File: src/rtl/latch_wr_seq_if.sv
// Stream-in / latch-write-out bundle for the latch write sequencer.
// The slave modport is the sequencer; the master modport is the upstream producer and observer.
interface latch_wr_seq_if #(
    parameter int DW = 8,
    parameter int AW = 4
);
    logic          in_valid;
    logic          in_ready;
    logic [DW-1:0] in_data;
    logic          clr;
    logic          wr_en;
    logic [AW-1:0] wr_addr;
    logic [DW-1:0] wr_data;
    logic [AW:0]   wr_cnt;
    logic          full;
    logic          busy;

    modport slave (
        input  in_valid, in_data, clr,
        output in_ready, wr_en, wr_addr, wr_data, wr_cnt, full, busy
    );

    modport master (
        output in_valid, in_data, clr,
        input  in_ready, wr_en, wr_addr, wr_data, wr_cnt, full, busy
    );
endinterface

File: src/rtl/latch_wr_seq.sv
// Write sequencer for a transparent-latch array: setup / open / hold around every wr_en pulse.
// Latency: accept edge -> wr_en high one edge later for OPEN_CYC cycles; one word per 3+OPEN_CYC cycles.
// Backpressure: in_ready low outside IDLE, while full (WRAP=0), and while a clear is requested or pending.
module latch_wr_seq #(
    parameter int DW       = 8,
    parameter int DEPTH    = 16,
    parameter int AW       = 4,
    parameter int OPEN_CYC = 1,
    parameter int WRAP     = 0
) (
    input  logic          clk,
    input  logic          rstn,
    latch_wr_seq_if.slave bus
);
    typedef enum logic [1:0] {IDLE, SETUP, OPEN, HOLD} state_t;

    localparam logic [AW:0] DEPTH_C = (AW+1)'(DEPTH);
    localparam logic [1:0]  OPEN_LD = 2'(OPEN_CYC - 1);

    state_t        state_q, state_d;
    logic [AW-1:0] ptr_q, ptr_d;
    logic [1:0]    open_cnt_q, open_cnt_d;
    logic          clr_pend_q, clr_pend_d;
    logic          wr_en_q, wr_en_d;
    logic [AW-1:0] wr_addr_q, wr_addr_d;
    logic [DW-1:0] wr_data_q, wr_data_d;
    logic [AW:0]   wr_cnt_q, wr_cnt_d;
    logic          full_q, full_d;
    logic [AW:0]   cnt_inc;
    logic          in_ready;
    logic          accept;

    assign in_ready = (state_q == IDLE) && !full_q && !bus.clr && !clr_pend_q;
    assign accept   = bus.in_valid && in_ready;
    assign cnt_inc  = (wr_cnt_q == DEPTH_C) ? wr_cnt_q : wr_cnt_q + 1'b1;

    always_comb begin
        state_d    = state_q;
        ptr_d      = ptr_q;
        open_cnt_d = open_cnt_q;
        clr_pend_d = clr_pend_q;
        wr_en_d    = wr_en_q;
        wr_addr_d  = wr_addr_q;
        wr_data_d  = wr_data_q;
        wr_cnt_d   = wr_cnt_q;
        full_d     = full_q;

        // A clear seen mid-write is deferred so the entry in flight completes untouched.
        if (state_q != IDLE && bus.clr) begin
            clr_pend_d = 1'b1;
        end

        case (state_q)
            IDLE: begin
                if (bus.clr) begin
                    ptr_d    = '0;
                    wr_cnt_d = '0;
                    full_d   = 1'b0;
                end else if (accept) begin
                    state_d   = SETUP;
                    wr_addr_d = ptr_q;
                    wr_data_d = bus.in_data;
                end
            end
            SETUP: begin
                state_d    = OPEN;
                wr_en_d    = 1'b1;
                open_cnt_d = OPEN_LD;
            end
            OPEN: begin
                if (open_cnt_q == 2'd0) begin
                    state_d = HOLD;
                    wr_en_d = 1'b0;
                end else begin
                    open_cnt_d = open_cnt_q - 2'd1;
                end
            end
            HOLD: begin
                state_d = IDLE;
                if (clr_pend_q || bus.clr) begin
                    ptr_d      = '0;
                    wr_cnt_d   = '0;
                    full_d     = 1'b0;
                    clr_pend_d = 1'b0;
                end else begin
                    ptr_d    = ptr_q + 1'b1;
                    wr_cnt_d = cnt_inc;
                    full_d   = (WRAP == 0) && (cnt_inc == DEPTH_C);
                end
            end
            default: state_d = IDLE;
        endcase
    end

    always_ff @(posedge clk or negedge rstn) begin
        if (!rstn) begin
            state_q    <= IDLE;
            ptr_q      <= '0;
            open_cnt_q <= 2'd0;
            clr_pend_q <= 1'b0;
            wr_en_q    <= 1'b0;
            wr_addr_q  <= '0;
            wr_data_q  <= '0;
            wr_cnt_q   <= '0;
            full_q     <= 1'b0;
        end else begin
            state_q    <= state_d;
            ptr_q      <= ptr_d;
            open_cnt_q <= open_cnt_d;
            clr_pend_q <= clr_pend_d;
            wr_en_q    <= wr_en_d;
            wr_addr_q  <= wr_addr_d;
            wr_data_q  <= wr_data_d;
            wr_cnt_q   <= wr_cnt_d;
            full_q     <= full_d;
        end
    end

    assign bus.in_ready = in_ready;
    assign bus.wr_en    = wr_en_q;
    assign bus.wr_addr  = wr_addr_q;
    assign bus.wr_data  = wr_data_q;
    assign bus.wr_cnt   = wr_cnt_q;
    assign bus.full     = full_q;
    assign bus.busy     = (state_q != IDLE);

    // The latch is transparent while wr_en is high, so address/data must not move around it.
    wr_stable_a: assert property (@(posedge clk) disable iff (!rstn)
        (wr_en_q || wr_en_d) |-> (wr_addr_d == wr_addr_q) && (wr_data_d == wr_data_q));
endmodule
File: src/flat_wrapper.sv
// flat-port wrapper written by rule: the top's interface ports become plain ports
module latch_wr_seq_flat 
#(
    parameter int DW       = 8,
    parameter int DEPTH    = 16,
    parameter int AW       = 4,
    parameter int OPEN_CYC = 1,
    parameter int WRAP     = 0
)
  (clk, rstn, bus_in_valid, bus_in_data, bus_clr, bus_in_ready, bus_wr_en, bus_wr_addr, bus_wr_data, bus_wr_cnt, bus_full, bus_busy);
  latch_wr_seq_if #(.DW(DW), .AW(AW)) bus_i ();
  input  logic clk;
  input  logic rstn;
  input wire logic [$bits(bus_i.in_valid)-1:0] bus_in_valid;
  input wire logic [$bits(bus_i.in_data)-1:0] bus_in_data;
  input wire logic [$bits(bus_i.clr)-1:0] bus_clr;
  output wire logic [$bits(bus_i.in_ready)-1:0] bus_in_ready;
  output wire logic [$bits(bus_i.wr_en)-1:0] bus_wr_en;
  output wire logic [$bits(bus_i.wr_addr)-1:0] bus_wr_addr;
  output wire logic [$bits(bus_i.wr_data)-1:0] bus_wr_data;
  output wire logic [$bits(bus_i.wr_cnt)-1:0] bus_wr_cnt;
  output wire logic [$bits(bus_i.full)-1:0] bus_full;
  output wire logic [$bits(bus_i.busy)-1:0] bus_busy;
  assign bus_i.in_valid = bus_in_valid;
  assign bus_i.in_data = bus_in_data;
  assign bus_i.clr = bus_clr;
  assign bus_in_ready = bus_i.in_ready;
  assign bus_wr_en = bus_i.wr_en;
  assign bus_wr_addr = bus_i.wr_addr;
  assign bus_wr_data = bus_i.wr_data;
  assign bus_wr_cnt = bus_i.wr_cnt;
  assign bus_full = bus_i.full;
  assign bus_busy = bus_i.busy;
  latch_wr_seq #(.DW(DW), .DEPTH(DEPTH), .AW(AW), .OPEN_CYC(OPEN_CYC), .WRAP(WRAP)) u_core (.clk(clk), .rstn(rstn), .bus(bus_i));
endmodule
File: config.mk
export PLATFORM = sky130hd
export DESIGN_NAME = latch_wr_seq_flat
export DESIGN_NICKNAME = d
export VERILOG_FILES = /design/src/rtl/latch_wr_seq_if.sv /design/src/rtl/latch_wr_seq.sv /design/src/flat_wrapper.sv
export SDC_FILE = /design/constraint.sdc
export NUM_CORES = 1
export LEC_CHECK = 0
export ABC_AREA = 0
export BUFFER_PORTS_ARGS = -buffer_cell sky130_fd_sc_hd__clkbuf_2
export CAP_MARGIN = 20
export CORE_MARGIN = 1
export CORE_UTILIZATION = 56
export CTS_CLUSTER_SIZE = 24
export DETAILED_ROUTE_END_ITERATION = 8
export PLACE_DENSITY = 0.88
export SETUP_SLACK_MARGIN = 0.3
export SYNTH_ARGS = -nofsm -noshare
export SYNTH_HDL_FRONTEND = slang
export SYNTH_SLANG_ARGS = --single-unit
File: constraint.sdc
create_clock -name clk -period 3.2 [get_ports clk]
set_input_delay 0.16 -clock clk [delete_from_list [all_inputs] [get_ports clk]]
set_output_delay 0.16 -clock clk [all_outputs]
set_load 0.02 [all_outputs]
==> reports/metrics.csv <==
metric,value,unit
initial antenna violation count,0,
via count,1001,
total track usage,0.219,
minimum clock period,2120,ps
worst-path fanout max,14,
Peak VDD IR,0.595,mV
Antenna Cells,0,
RePlAce Congestion,0.793,
fin nets,175,
Worst Setup End Kind,register,
Die Width,52.0,um
"antenna viol nets, final",0,
post-synthesis cell count,119,
wire per inst,14.0,um
Post-Route WL,2530,um
share of layout cells above drive strength 1,0.281,
"Hold Vio Cnt, Final",0,
arrival time worst endpoint,2340,ps
die area,2700,um2
TritonCTS Buffers,3,
Final Util,0.720,
TritonCTS clock tree,done,
"Slowest-stage cell, CP",dfrtp_1,
Least-Margin Pin Slew,946,ps
Finished Layout Cells,181,
pin count of the biggest net entering global routing,29,
"Setup violations, final",0,
Detail Placement HPWL,1890,um
synth warn,0,
"area leader, netlist",dfrtp_1,
highest clock rate,472,MHz
clock network fraction of total power,0.175,
Max-Cap Viols,0,
Core ar.,2280,um2
number of global-route vias before repair,993,
post-cts resize count,0,
Pleak,0.000823,uW
Max clock buf depth,2,
TritonRoute pass-1 iters,4,
Slew headroom,0.360,
Initial Utilization,0.614,
asr flop ratio synth,1.00,
Post-synth top cells,"28 x dfrtp_1, 9 x ha_1, 9 x mux2_1, 8 x inv_1, 8 x nand2_1",
startpoint types,register,
status,"finished, final reports clean",
dominant cells by area after synthesis,"dfrtp_1 50%, ha_1 8.1%, mux2_1 7.3%",
power density cells,784,nW/um2
total placed cells including tap cells,176,
top cell type's share of synthesized area,0.501,
syn_area_per_cell,11.7,um2
clk_skew,1.59,ps
Post-synth EDFFs,0,
CP top delay family,simple AND/OR/NAND/NOR gates,
RSZ-0062 raised after global routing,no,
Clock Latency Late Sink,320,ps
clock-pin slew on the worst setup and hold paths,140,ps
Final Cycle Share,0.662,
Comb pwr share,0.411,
Worst Hold Class,input port to register,
Critical Path RT,3420,ps
Yosys cell types,36,
syn nets,140,
Top Ports,33,
"count leader, synth",dfrtp_1,
Overflow after GRT,0,
P_sw,492,uW
setup TNS,0,ps
worst path cell trace,inv_1 -> ha_1 -> nor4b_4 -> nand2_2 -> a22o_1 -> mux2_4,
fin. max-slew vios,0,
pre-CTS WS,1090,ps
switching part of the total power,0.383,
Yosys reg bits,28,
Worst Path Buf+Inv,1,
DR iter-0 viols,23,
Sink Count,28,
ys flop type,dfrtp_1,
mapped cell area,1400,um2
Seq pwr share,0.413,
area grow syn2layout,17.3,%
Avg Vias per Cell,5.53,
htree depth,1,
first-pass GRT wire length,4240,um
filler instances,155,
PortBufs,32,
root buffer cell,clkbuf_4,
row count,17,
register area share after synthesis,0.501,
Die Y,52.0,um
Setup WS post-layout,1080,ps
max incr delay on CP,450,ps
drc violations,0,
worst setup path category,register to register,
design internal power,793,uW
==> power by group through the flow <==
stage	combinational, uW	clock [uW]	sequential [uW]
after global routing	583	245	545
after global placement	499	0	528
after floorplan	285	0	613
after detailed placement	529	0	539
after CTS	531	234	531
final	528	225	531
==> layer usage <==
metal  vias up  global-route usage  part of all wire
met3         4              0.0322             0.050
met4         0               0.113             0.013
met5         -                   0                 0
met1       475               0.268              0.43
met2        36               0.370              0.51
li1        486                   -                 -
==> cells in the final DEF, fill, tap and decap left out, types with 2 or more instances in the layout <==
master	Yosys	final
mux2_1	9	9
mux2_2	3	3
nor2_1	6	6
nand3_1	6	6
mux2i_1	2	2
ha_1	9	9
o21ai_1	2	2
inv_1	8	8
a21oi_1	4	4
a22o_1	3	3
xnor2_1	2	2
clkbuf_4	0	3
xor2_1	2	2
o21ai_0	6	6
dfrtp_1	28	28
nand2_1	8	8
clkbuf_2	0	32
==> final timing paths <==
kind | startpoint | to | slack [ps] | cells past startpoint
worst max-delay path | u_core.state_q[1]$_DFFE_PN0P_ | u_core.state_q[1]$_DFFE_PN0P_ | 1080 | 6
worst min-delay path | bus_in_data[7] | u_core.bus.wr_data[7]$_DFFE_PN0P_ | 40 | 2
worst max register to register | u_core.state_q[1]$_DFFE_PN0P_ | u_core.state_q[1]$_DFFE_PN0P_ | 1080 | 6
worst min register to register | u_core.open_cnt_q[0]$_DFFE_PN0P_ | u_core.open_cnt_q[0]$_DFFE_PN0P_ | 500 | 1
max in group asynchronous | rstn | u_core.bus.wr_cnt[0]$_DFFE_PN0P_ | 2370 | 2
min in group asynchronous | rstn | u_core.bus.wr_data[7]$_DFFE_PN0P_ | 400 | 2
==> registers in the layout, indices dropped and copies added, names as in the netlist <==
name and count:
u_core.bus.full 1, u_core.bus.wr_addr 4, u_core.bus.wr_cnt 5, u_core.bus.wr_data 8, u_core.bus.wr_en 1, u_core.clr_pend_q 1
u_core.open_cnt_q 2, u_core.ptr_q 4, u_core.state_q 2
==> cell families (layout without fill, tap and decap cells) <==
kind of cell / Yosys count / count (layout) / synth area share
and+or+nand+nor: 30 / 30 / 0.136
DFF: 28 / 28 / 0.501
AOI/OAI and AO/OA: 22 / 22 / 0.102
muxes: 15 / 15 / 0.122
buffers and inverters: 11 / 45 / 0.0331
adders and majority gates: 9 / 9 / 0.0806
xor gates and xnor gates: 4 / 4 / 0.0251
==> layout make-up <==
class                      count  area [um2]  area share
tap                           28        35.0      0.0214
clock buffer                   3        22.5      0.0137
inverter                       8        30.0      0.0183
sequential                    28         701       0.427
clock inverter                 1        30.0      0.0183
timing repair buffer          33         170       0.104
multi-input combinational     80         651       0.397
==> timing repair <==
| action | in CTS | in global routing |
|---|---|---|
| hold buffers | 1 | 0 |
| buffers inserted | 0 | 0 |
| endpoints found under the hold margin | 28 | 0 |
==> stage by stage <==
step                      area [um2]  hold slack [ps]  total power (uW)
final                           1640             36.5              1280
after global routing            1640             30.0              1370
after CTS                       1640             27.2              1300
after detailed placement        1580              231              1070
after global placement          1580              219              1030
after floorplan                 1400             -136               898
(Power assumes the default switching activity.)
